### src/rtl/pc_gen.sv
// Program counter generator: sequential fetch, branch targets, writeback redirects
// with a stall-pending register, and a circular return-address stack.
module pc_gen #(
    parameter int unsigned     XLEN      = 32,
    parameter int unsigned     N_WB      = 2,
    parameter logic [XLEN-1:0] RESET_VEC = '0,
    parameter int unsigned     RAS_DEPTH = 4
) (
    input  logic                 clk,
    input  logic                 nreset,
    input  logic                 do_update,
    input  logic                 br_valid,
    input  logic [1:0]           br_type,
    input  logic [XLEN-1:0]      br_imm,
    input  logic                 cond_go,
    input  logic [XLEN-1:0]      rf_d2,
    input  logic [N_WB-1:0]      wb_we,
    input  logic [4*N_WB-1:0]    wb_ws,
    input  logic [XLEN*N_WB-1:0] wb_wd,
    output logic [XLEN-1:0]      pc,
    output logic [XLEN-1:0]      pc_plus4,
    output logic                 branch_taken,
    output logic                 redirect,
    output logic                 ras_empty,
    output logic                 ras_full
);

    localparam int unsigned PTR_W = (RAS_DEPTH > 1) ? $clog2(RAS_DEPTH) : 1;
    localparam int unsigned CNT_W = PTR_W + 1;

    localparam logic [1:0] BR_B   = 2'd0;
    localparam logic [1:0] BR_BL  = 2'd1;
    localparam logic [1:0] BR_BX  = 2'd2;
    localparam logic [1:0] BR_RET = 2'd3;

    logic [XLEN-1:0]  r_pc;
    logic             r_pend_vld;
    logic [XLEN-1:0]  r_pend_pc;
    logic [XLEN-1:0]  r_ras [RAS_DEPTH];
    logic [PTR_W-1:0] r_top;
    logic [CNT_W-1:0] r_cnt;

    logic             w_wb_hit;
    logic [XLEN-1:0]  w_wb_data;
    logic             w_taken;
    logic [XLEN-1:0]  w_br_target;
    logic [XLEN-1:0]  w_next_pc;
    logic [XLEN-1:0]  w_ras_top;
    logic [PTR_W-1:0] w_top_inc;
    logic             w_push;
    logic             w_pop;

    assign pc        = r_pc;
    assign pc_plus4  = r_pc + XLEN'(4);
    assign ras_empty = (r_cnt == '0);
    assign ras_full  = (r_cnt == CNT_W'(RAS_DEPTH));
    assign w_ras_top = r_ras[r_top];
    assign w_top_inc = r_top + PTR_W'(1);

    // Lowest-index port writing r15 wins, so scan from the top down.
    always_comb begin
        w_wb_hit  = 1'b0;
        w_wb_data = '0;
        for (int i = int'(N_WB) - 1; i >= 0; i--) begin
            if (wb_we[i] && (wb_ws[4*i +: 4] == 4'hF)) begin
                w_wb_hit  = 1'b1;
                w_wb_data = wb_wd[XLEN*i +: XLEN];
            end
        end
    end

    always_comb begin
        w_taken     = br_valid & cond_go;
        w_br_target = r_pc + br_imm;
        case (br_type)
            BR_B, BR_BL: w_br_target = r_pc + br_imm;
            BR_BX:       w_br_target = rf_d2;
            BR_RET:      w_br_target = ras_empty ? rf_d2 : w_ras_top;
            default:     w_br_target = r_pc + br_imm;
        endcase
    end

    // Next-PC priority: wb redirect, pending redirect, taken branch, sequential.
    always_comb begin
        w_next_pc    = pc_plus4;
        redirect     = 1'b0;
        branch_taken = 1'b0;
        if (w_wb_hit) begin
            w_next_pc    = w_wb_data;
            redirect     = 1'b1;
            branch_taken = 1'b1;
        end else if (r_pend_vld) begin
            w_next_pc    = r_pend_pc;
            redirect     = 1'b1;
            branch_taken = 1'b1;
        end else if (w_taken) begin
            w_next_pc    = w_br_target;
            branch_taken = 1'b1;
        end
    end

    assign w_push = do_update & ~redirect & w_taken & (br_type == BR_BL);
    assign w_pop  = do_update & ~redirect & w_taken & (br_type == BR_RET);

    always_ff @(posedge clk or negedge nreset) begin
        if (!nreset) begin
            r_pc       <= RESET_VEC;
            r_pend_vld <= 1'b0;
            r_pend_pc  <= '0;
        end else if (do_update) begin
            r_pc       <= w_next_pc;
            r_pend_vld <= 1'b0;
        end else if (w_wb_hit) begin
            r_pend_vld <= 1'b1;
            r_pend_pc  <= w_wb_data;
        end
    end

    // Push while full wraps onto the oldest slot; pop while empty is a no-op.
    always_ff @(posedge clk or negedge nreset) begin
        if (!nreset) begin
            r_top <= '0;
            r_cnt <= '0;
        end else if (w_push) begin
            r_top <= w_top_inc;
            if (!ras_full) begin
                r_cnt <= r_cnt + CNT_W'(1);
            end
        end else if (w_pop && !ras_empty) begin
            r_top <= r_top - PTR_W'(1);
            r_cnt <= r_cnt - CNT_W'(1);
        end
    end

    always_ff @(posedge clk) begin
        if (w_push) begin
            r_ras[w_top_inc] <= pc_plus4;
        end
    end

endmodule

### config.mk
export PLATFORM = sky130hd
export DESIGN_NAME = pc_gen
export DESIGN_NICKNAME = d
export VERILOG_FILES = /design/src/rtl/pc_gen.sv
export SDC_FILE = /design/constraint.sdc
export NUM_CORES = 1
export LEC_CHECK = 0
export CORE_MARGIN = 3
export CORE_UTILIZATION = 30
export CTS_BUF_LIST = sky130_fd_sc_hd__clkbuf_8
export CTS_CLUSTER_SIZE = 14
export DETAILED_ROUTE_END_ITERATION = 10
export SETUP_SLACK_MARGIN = 0.2
export SLEW_MARGIN = 20
export SYNTH_ARGS = -nofsm -noshare
export SYNTH_HDL_FRONTEND = slang
export SYNTH_SLANG_ARGS = --single-unit
### constraint.sdc
create_clock -name clk -period 3.5 [get_ports clk]
set_input_delay 0.875 -clock clk [delete_from_list [all_inputs] [get_ports clk]]
set_output_delay 0.875 -clock clk [all_outputs]
set_load 0.005 [all_outputs]
==> run metrics, run 1 <==
startpoint types=flip-flop; CP max stage cell=dfrtp_1; Syn. warnings=0; Post-synth top cells=nand2_1, edfxtp_1, a21oi_1; DR top layer=met4; Flop pwr share=0.343; Crit Path Max Fanout=3; fmax=0.298 GHz; I/O pin cnt=213; Syn Area/Cell=10.6 µm²; worst r2r src=pc[14]$_DFFE_PN0P_; worst vdd ir=0.278 mV; Avg WL per Cell=22.1 µm; final core utilization=0.452; synthesized area=0.0115 mm²; vias in the first global route=10500; antenna violations before repair=0; wirelength, routed=44000 µm; core area=0.0371 mm²; crit path DAT=2.48 ns; top cell type's share of synthesized area=0.335; clock power share=0.170; max_slew headroom=0.485; crit share post-route=0.960; die area=0.0406 mm²; Reg2Reg Setup Slack=0.27 ns; clk_lat worst skew=0.50 ns; power per cell area=547 mW/mm²; synth top area cells=edfxtp_1, dfrtp_1, mux4_2, nand2_1, ha_1; CP Capture Type=output port; clk buf depth=2; TritonRoute pass-1 iters=5; share of layout cells above drive strength 1=0.268; Synth Net Count=1263; Ant. Diodes=0; final worst slack=0.140 ns; Tot GR Track Use=0.213; MaxCap Viol Count=0; Hold Slack=0.266 ns; filler cell count=3563; final setup violation count=0; Seq/Total Area, Yosys=0.488; first-pass GRT wire length=65600 µm; via-per-instance ratio=5.26; Max Clock Skew=0.0216 ns; Psw=3.48 mW; Site Rows=70; status=complete, no violations; Post-synth EDFFs=128; Area after DPL=0.0154 mm²; Int Pwr=5.69 mW; fin. max-slew vios=0; die height=202 µm; Inserted Clock Buffers=17; final hold violation count=0; Total Power=9.17 mW; unrepaired setup endpoints after global routing=yes; total gr overflow=0; # nets final=1660; Synth-to-Final Area Change=46.2%; Final GP Congestion=0.928; Crit. Startpoint=pc[14]$_DFFE_PN0P_; WS Path Type=reg2out; DR iter-0 viols=930; Gate power share=0.487; fin crit period=3.36 ns; fin area=0.0168 mm²; clock sink total=198; Critical Path RT=2.62 ns; pin count of the biggest net entering global routing=71; # port buffers=212; Cell variety after synth=74; DRT met1 WL=20200 µm; DP HPWL=33300 µm; synthesized instance count=1080; post-synth top area cell=edfxtp_1; Worst-Margin Slew=0.773 ns; Min-Delay Path Class=in2async; Post-synth ARST share=0.354; sw frac=0.379; metal2 WL=20100 µm; detailed-route DRC error count=0; Reg clk slew, reported paths=0.11 ns; crit-path max cell delay=0.41 ns; Yosys reg bits=198; most common cell in the synthesized netlist=nand2_1; Setup WS pre-CTS=-0.489 ns; root buffer cell=clkbuf_8; CP cell instances=and4_4, buf_6, nand4_1, buf_4, nor2b_4, nand4_1, inv_2, and3_4, xor2_1, buf_4, buf_6; LEAKAGE=6.52 nW; depth of the CTS H-tree=4; Met3 Wirelength=2880 µm; Initial Util=0.309; Die W=202 µm; Final ANT Viol Nets=0; Via Count=10500; leading register cell type out of synthesis=edfxtp_1; reg2reg end=pc[26]$_DFFE_PN0P_; CTS tree=built; Worst Reg-to-Reg Cells=24
## timing repair
item / 4_1_cts / 5_1_grt
setup buffers: 46 / 9
resized for setup: 106 / 74
pin swaps: 27 / 21
hold buffers: 0 / 0
setup endpoints to repair: 32 / 32
## metrics by stage
step                      cells  TNS (ns)
after CTS                  1984         0
after detailed placement   1906     -5.19
after global placement     1906     -4.14
final                      1994         0
after global routing       1994  -0.00713
after floorplan            1080         0
## area by class of cell
type / count / area, µm² / area share
inverter: 24 / 90.1 / 0.00537
clock inverter: 15 / 168 / 0.0100
sequential: 198 / 5600 / 0.334
multi-input combinational: 797 / 6010 / 0.359
clock buffer: 17 / 234 / 0.0140
timing repair buffer: 439 / 4030 / 0.240
tap: 504 / 631 / 0.0376
## power by group through the flow
stage                     combinational [mW]  clock [mW]  sequential, mW
after CTS                               4.33        1.57            3.14
final                                   4.46        1.56            3.15
after global placement                  4.14           0            3.18
after floorplan                         2.14           0            3.13
after detailed placement                4.18           0            3.19
after global routing                    4.82        1.66            3.19
## metal layers
layer	GRT usage	vias up
met3	0.0396	49
li1	-	4863
met4	0.0486	0
met5	0	-
met1	0.306	5146
met2	0.334	427
## flip-flops by register name, summed over array words and instances (netlist names)
register / cells
pc: 32
r_cnt: 3
r_pend_pc: 32
r_pend_vld: 1
r_ras: 128
r_top: 2
## layout by cell type (no fill, tap or decap), types with 5 or more instances in the layout
cell / count
a221oi_1: 5
inv_6: 6
mux4_2: 32
dlygate4sd2_1: 8
buf_2: 5
mux2i_1: 35
a21o_1: 18
o21a_1: 5
or3_1: 6
nor3_1: 7
and3_4: 5
dfrtp_2: 5
xnor2_1: 31
clkdlybuf4s50_1: 185
inv_1: 23
nand3_1: 36
buf_12: 11
o21ai_1: 9
a211oi_1: 6
and3_1: 19
nand2_1: 126
edfxtp_1: 128
xor2_1: 6
o211ai_1: 23
a31oi_1: 32
clkbuf_8: 17
dfrtp_1: 65
o221ai_1: 7
buf_4: 191
o21ai_0: 52
a21oi_1: 86
buf_6: 31
nand4_1: 10
nor2_1: 80
ha_1: 34
xnor2_2: 8
o22ai_1: 6
## logic make-up after synthesis
group | synth area share
mux | 0.0953
compound gates | 0.165
xor+xnor | 0.0405
flops | 0.488
buf+inv | 0.0298
simple gates | 0.139
fa+ha+maj | 0.0428
## how the worst max path moves through the flow
stage                         end  slack (ns)  depth (start not counted)
3_3_place_gp   pc[24]$_DFFE_PN0P_       -0.42                         14
3_5_place_dp   pc[24]$_DFFE_PN0P_       -0.49                         14
4_1_cts              pc_plus4[27]        0.03                          8
6_report             pc_plus4[28]        0.14                         11
2_1_floorplan  pc[24]$_DFFE_PN0P_        0.25                         12
5_1_grt              pc_plus4[28]      -0.007                         11
## worst max-delay path, delay by kind of cell, from the launching register on
family	cells	cell delay, ns
xor+xnor	1	0.14
simple gates	5	0.79
buf+inv	5	0.66
flops	1	0.41
No activity file was read; power rests on OpenSTA's default activity.
==> run 2, diff against run 1 <==
clock period = 4.13 ns   (was 3.5 ns; I/O delays follow)
==> run 2 against run 1 <==
Die area did not move. Core utilization decreased by 3.6 points. Sequential cell count did not move. Routed wire length decreased by 6.9%. Worst setup slack better by 0.14 ns. Clock skew grew 0.0025 ns. Global-route usage decreased by 1.6 points. Register-to-register slack improved by 0.63 ns. Combinational power is 29% lower. Largest power group unchanged.
==> run metrics, run 2 (same netlist as run 1, synthesis figures left out) <==
DP HPWL=31500 µm; crit path DAT=2.82 ns; Reg clk slew, reported paths=0.12 ns; max_slew headroom=0.318; Final ANT Viol Nets=0; Inserted Clock Buffers=17; Ant. Diodes=0; WS Path Type=reg2out; Crit. Startpoint=pc[4]$_DFFE_PN0P_; crit-path max cell delay=0.55 ns; wirelength, routed=41000 µm; DR iter-0 viols=965; Tot GR Track Use=0.197; metal2 WL=18500 µm; clock sink total=198; Min-Delay Path Class=reg2reg; Setup WS pre-CTS=0.0436 ns; final setup violation count=0; Flop pwr share=0.375; die height=202 µm; startpoint types=flip-flop; MaxCap Viol Count=0; Via Count=9902; pin count of the biggest net entering global routing=71; via-per-instance ratio=5.32; antenna violations before repair=0; Initial Util=0.309; Worst Reg-to-Reg Cells=13; Gate power share=0.439; # nets final=1526; Final GP Congestion=0.937; CTS tree=built; Psw=2.75 mW; sw frac=0.379; Area after DPL=0.0147 mm²; clk_lat worst skew=0.50 ns; Crit Path Max Fanout=3; final worst slack=0.277 ns; max FFs per register=128; reg2reg end=pc[30]$_DFFE_PN0P_; Int Pwr=4.51 mW; fmax=0.260 GHz; Critical Path RT=3.10 ns; Bufs and invs on worst path=2; Top delay family on crit path=simple AND/OR/NAND/NOR gates; unrepaired setup endpoints after global routing=no; setup TNS=0 ns; Die W=202 µm; Critical path destination=pc_plus4[31]; I/O pin cnt=213; hold path depth=2; CTS Hold Bufs=0; detailed-route DRC error count=0; Met3 Wirelength=2950 µm; Synth-to-Final Area Change=34.4%; root buffer cell=clkbuf_8; CP cell instances=and4_4, nand4_4, nor4_4, buf_4, nand4_1, xnor2_2, clkdlybuf4s50_1; Layout Cells excl Fill=1860; clock power share=0.186; fin. max-slew vios=0; status=complete, no violations; worst vdd ir=0.234 mV; LEAKAGE=5.74 nW; TritonRoute pass-1 iters=6; vias in the first global route=9699; worst r2r src=pc[0]$_DFFE_PN0P_; fin crit period=3.85 ns; depth of the CTS H-tree=4; clk buf depth=2; filler cell count=3662; Most flops, register=r_ras; Max Clock Skew=0.0241 ns; core area=0.0371 mm²; final core utilization=0.415; fin area=0.0154 mm²; CP Capture Type=output port; share of layout cells above drive strength 1=0.157; power per cell area=471 mW/mm²; Reg2Reg Setup Slack=0.90 ns; most common cell after layout, fill and taps aside=clkdlybuf4s50_1; first-pass GRT wire length=60700 µm; total gr overflow=0; Worst path depth=7; Worst-Margin Slew=1.02 ns; crit share post-route=0.933; # placed instances=1816; Site Rows=70; DR top layer=met4; # port buffers=212; commonest cells after routing, fill and taps aside=clkdlybuf4s50_1, nand2_1, edfxtp_1; Avg WL per Cell=22.0 µm; DRT met1 WL=18500 µm; final hold violation count=0; CP max stage cell=clkdlybuf4s50_1; die area=0.0406 mm²
## run 2: cell count changes in the layout (fill, tap and decap cells not counted), moves of 5 or more
cell / previous run / this run
buf_4: 191 / 87
buf_12: 11 / 6
dlygate4sd2_1: 8 / 2
xnor2_1: 31 / 36
buf_6: 31 / 1
clkdlybuf4s50_1: 185 / 205
## run 2: metal layers
| metal | vias to the layer above | global-route usage |
|---|---|---|
| met3 | 51 | 0.0408 |
| met1 | 4869 | 0.281 |
| met2 | 382 | 0.303 |
| met4 | 0 | 0.0586 |
| li1 | 4600 | - |
| met5 | - | 0 |
## run 2: repair_timing
action / in CTS / in global routing
resized for setup: 30 / 16
pin swaps: 3 / 6
buffers inserted: 3 / 9
endpoints found under the setup margin: 14 / 10
## run 2: worst min-delay path by stage
stage	from	to	slack (ns)
after floorplan	r_cnt[2]$_DFFE_PN0P_	r_cnt[2]$_DFFE_PN0P_	0.48
after global placement	r_pend_pc[3]$_DFFE_PN0P_	r_pend_pc[3]$_DFFE_PN0P_	0.51
after detailed placement	r_pend_pc[21]$_DFFE_PN0P_	r_pend_pc[21]$_DFFE_PN0P_	0.52
after CTS	r_pend_pc[14]$_DFFE_PN0P_	r_pend_pc[14]$_DFFE_PN0P_	0.54
after global routing	r_pend_pc[29]$_DFFE_PN0P_	r_pend_pc[29]$_DFFE_PN0P_	0.56
final	r_pend_pc[2]$_DFFE_PN0P_	r_pend_pc[2]$_DFFE_PN0P_	0.54
## run 2: per-stage QoR
| step | total power [mW] | hold slack [ns] |
|---|---|---|
| 2_1_floorplan | 4.46 | 0.484 |
| 5_1_grt | 7.68 | 0.561 |
| 4_1_cts | 7.25 | 0.545 |
| 3_3_place_gp | 5.83 | 0.507 |
| 3_5_place_dp | 5.85 | 0.518 |
| 6_report | 7.26 | 0.541 |
## run 2: tightest hold or removal path, delay by kind of cell (launching register included)
family | cells | cell delay, ns
AOI/OAI and AO/OA | 1 | 0.10
DFF | 1 | 0.36
and+or+nand+nor | 1 | 0.05
## run 2: cell type report
class	instances	area (µm²)	share of cell area
repair buffers	305	2900	0.188
clock buffers	17	234	0.0152
multi-input cells	797	5770	0.374
flip-flops and latches	198	5600	0.363
inverters	24	90.1	0.00584
clock inverters	15	198	0.0128
well taps	504	631	0.0409
## run 2: power by group through the flow
stage | sequential [mW] | combinational, mW | clock, mW
3_3_place_gp | 2.75 | 3.08 | 0
3_5_place_dp | 2.75 | 3.10 | 0
6_report | 2.72 | 3.18 | 1.35
4_1_cts | 2.72 | 3.14 | 1.39
5_1_grt | 2.77 | 3.46 | 1.45
2_1_floorplan | 2.65 | 1.81 | 0
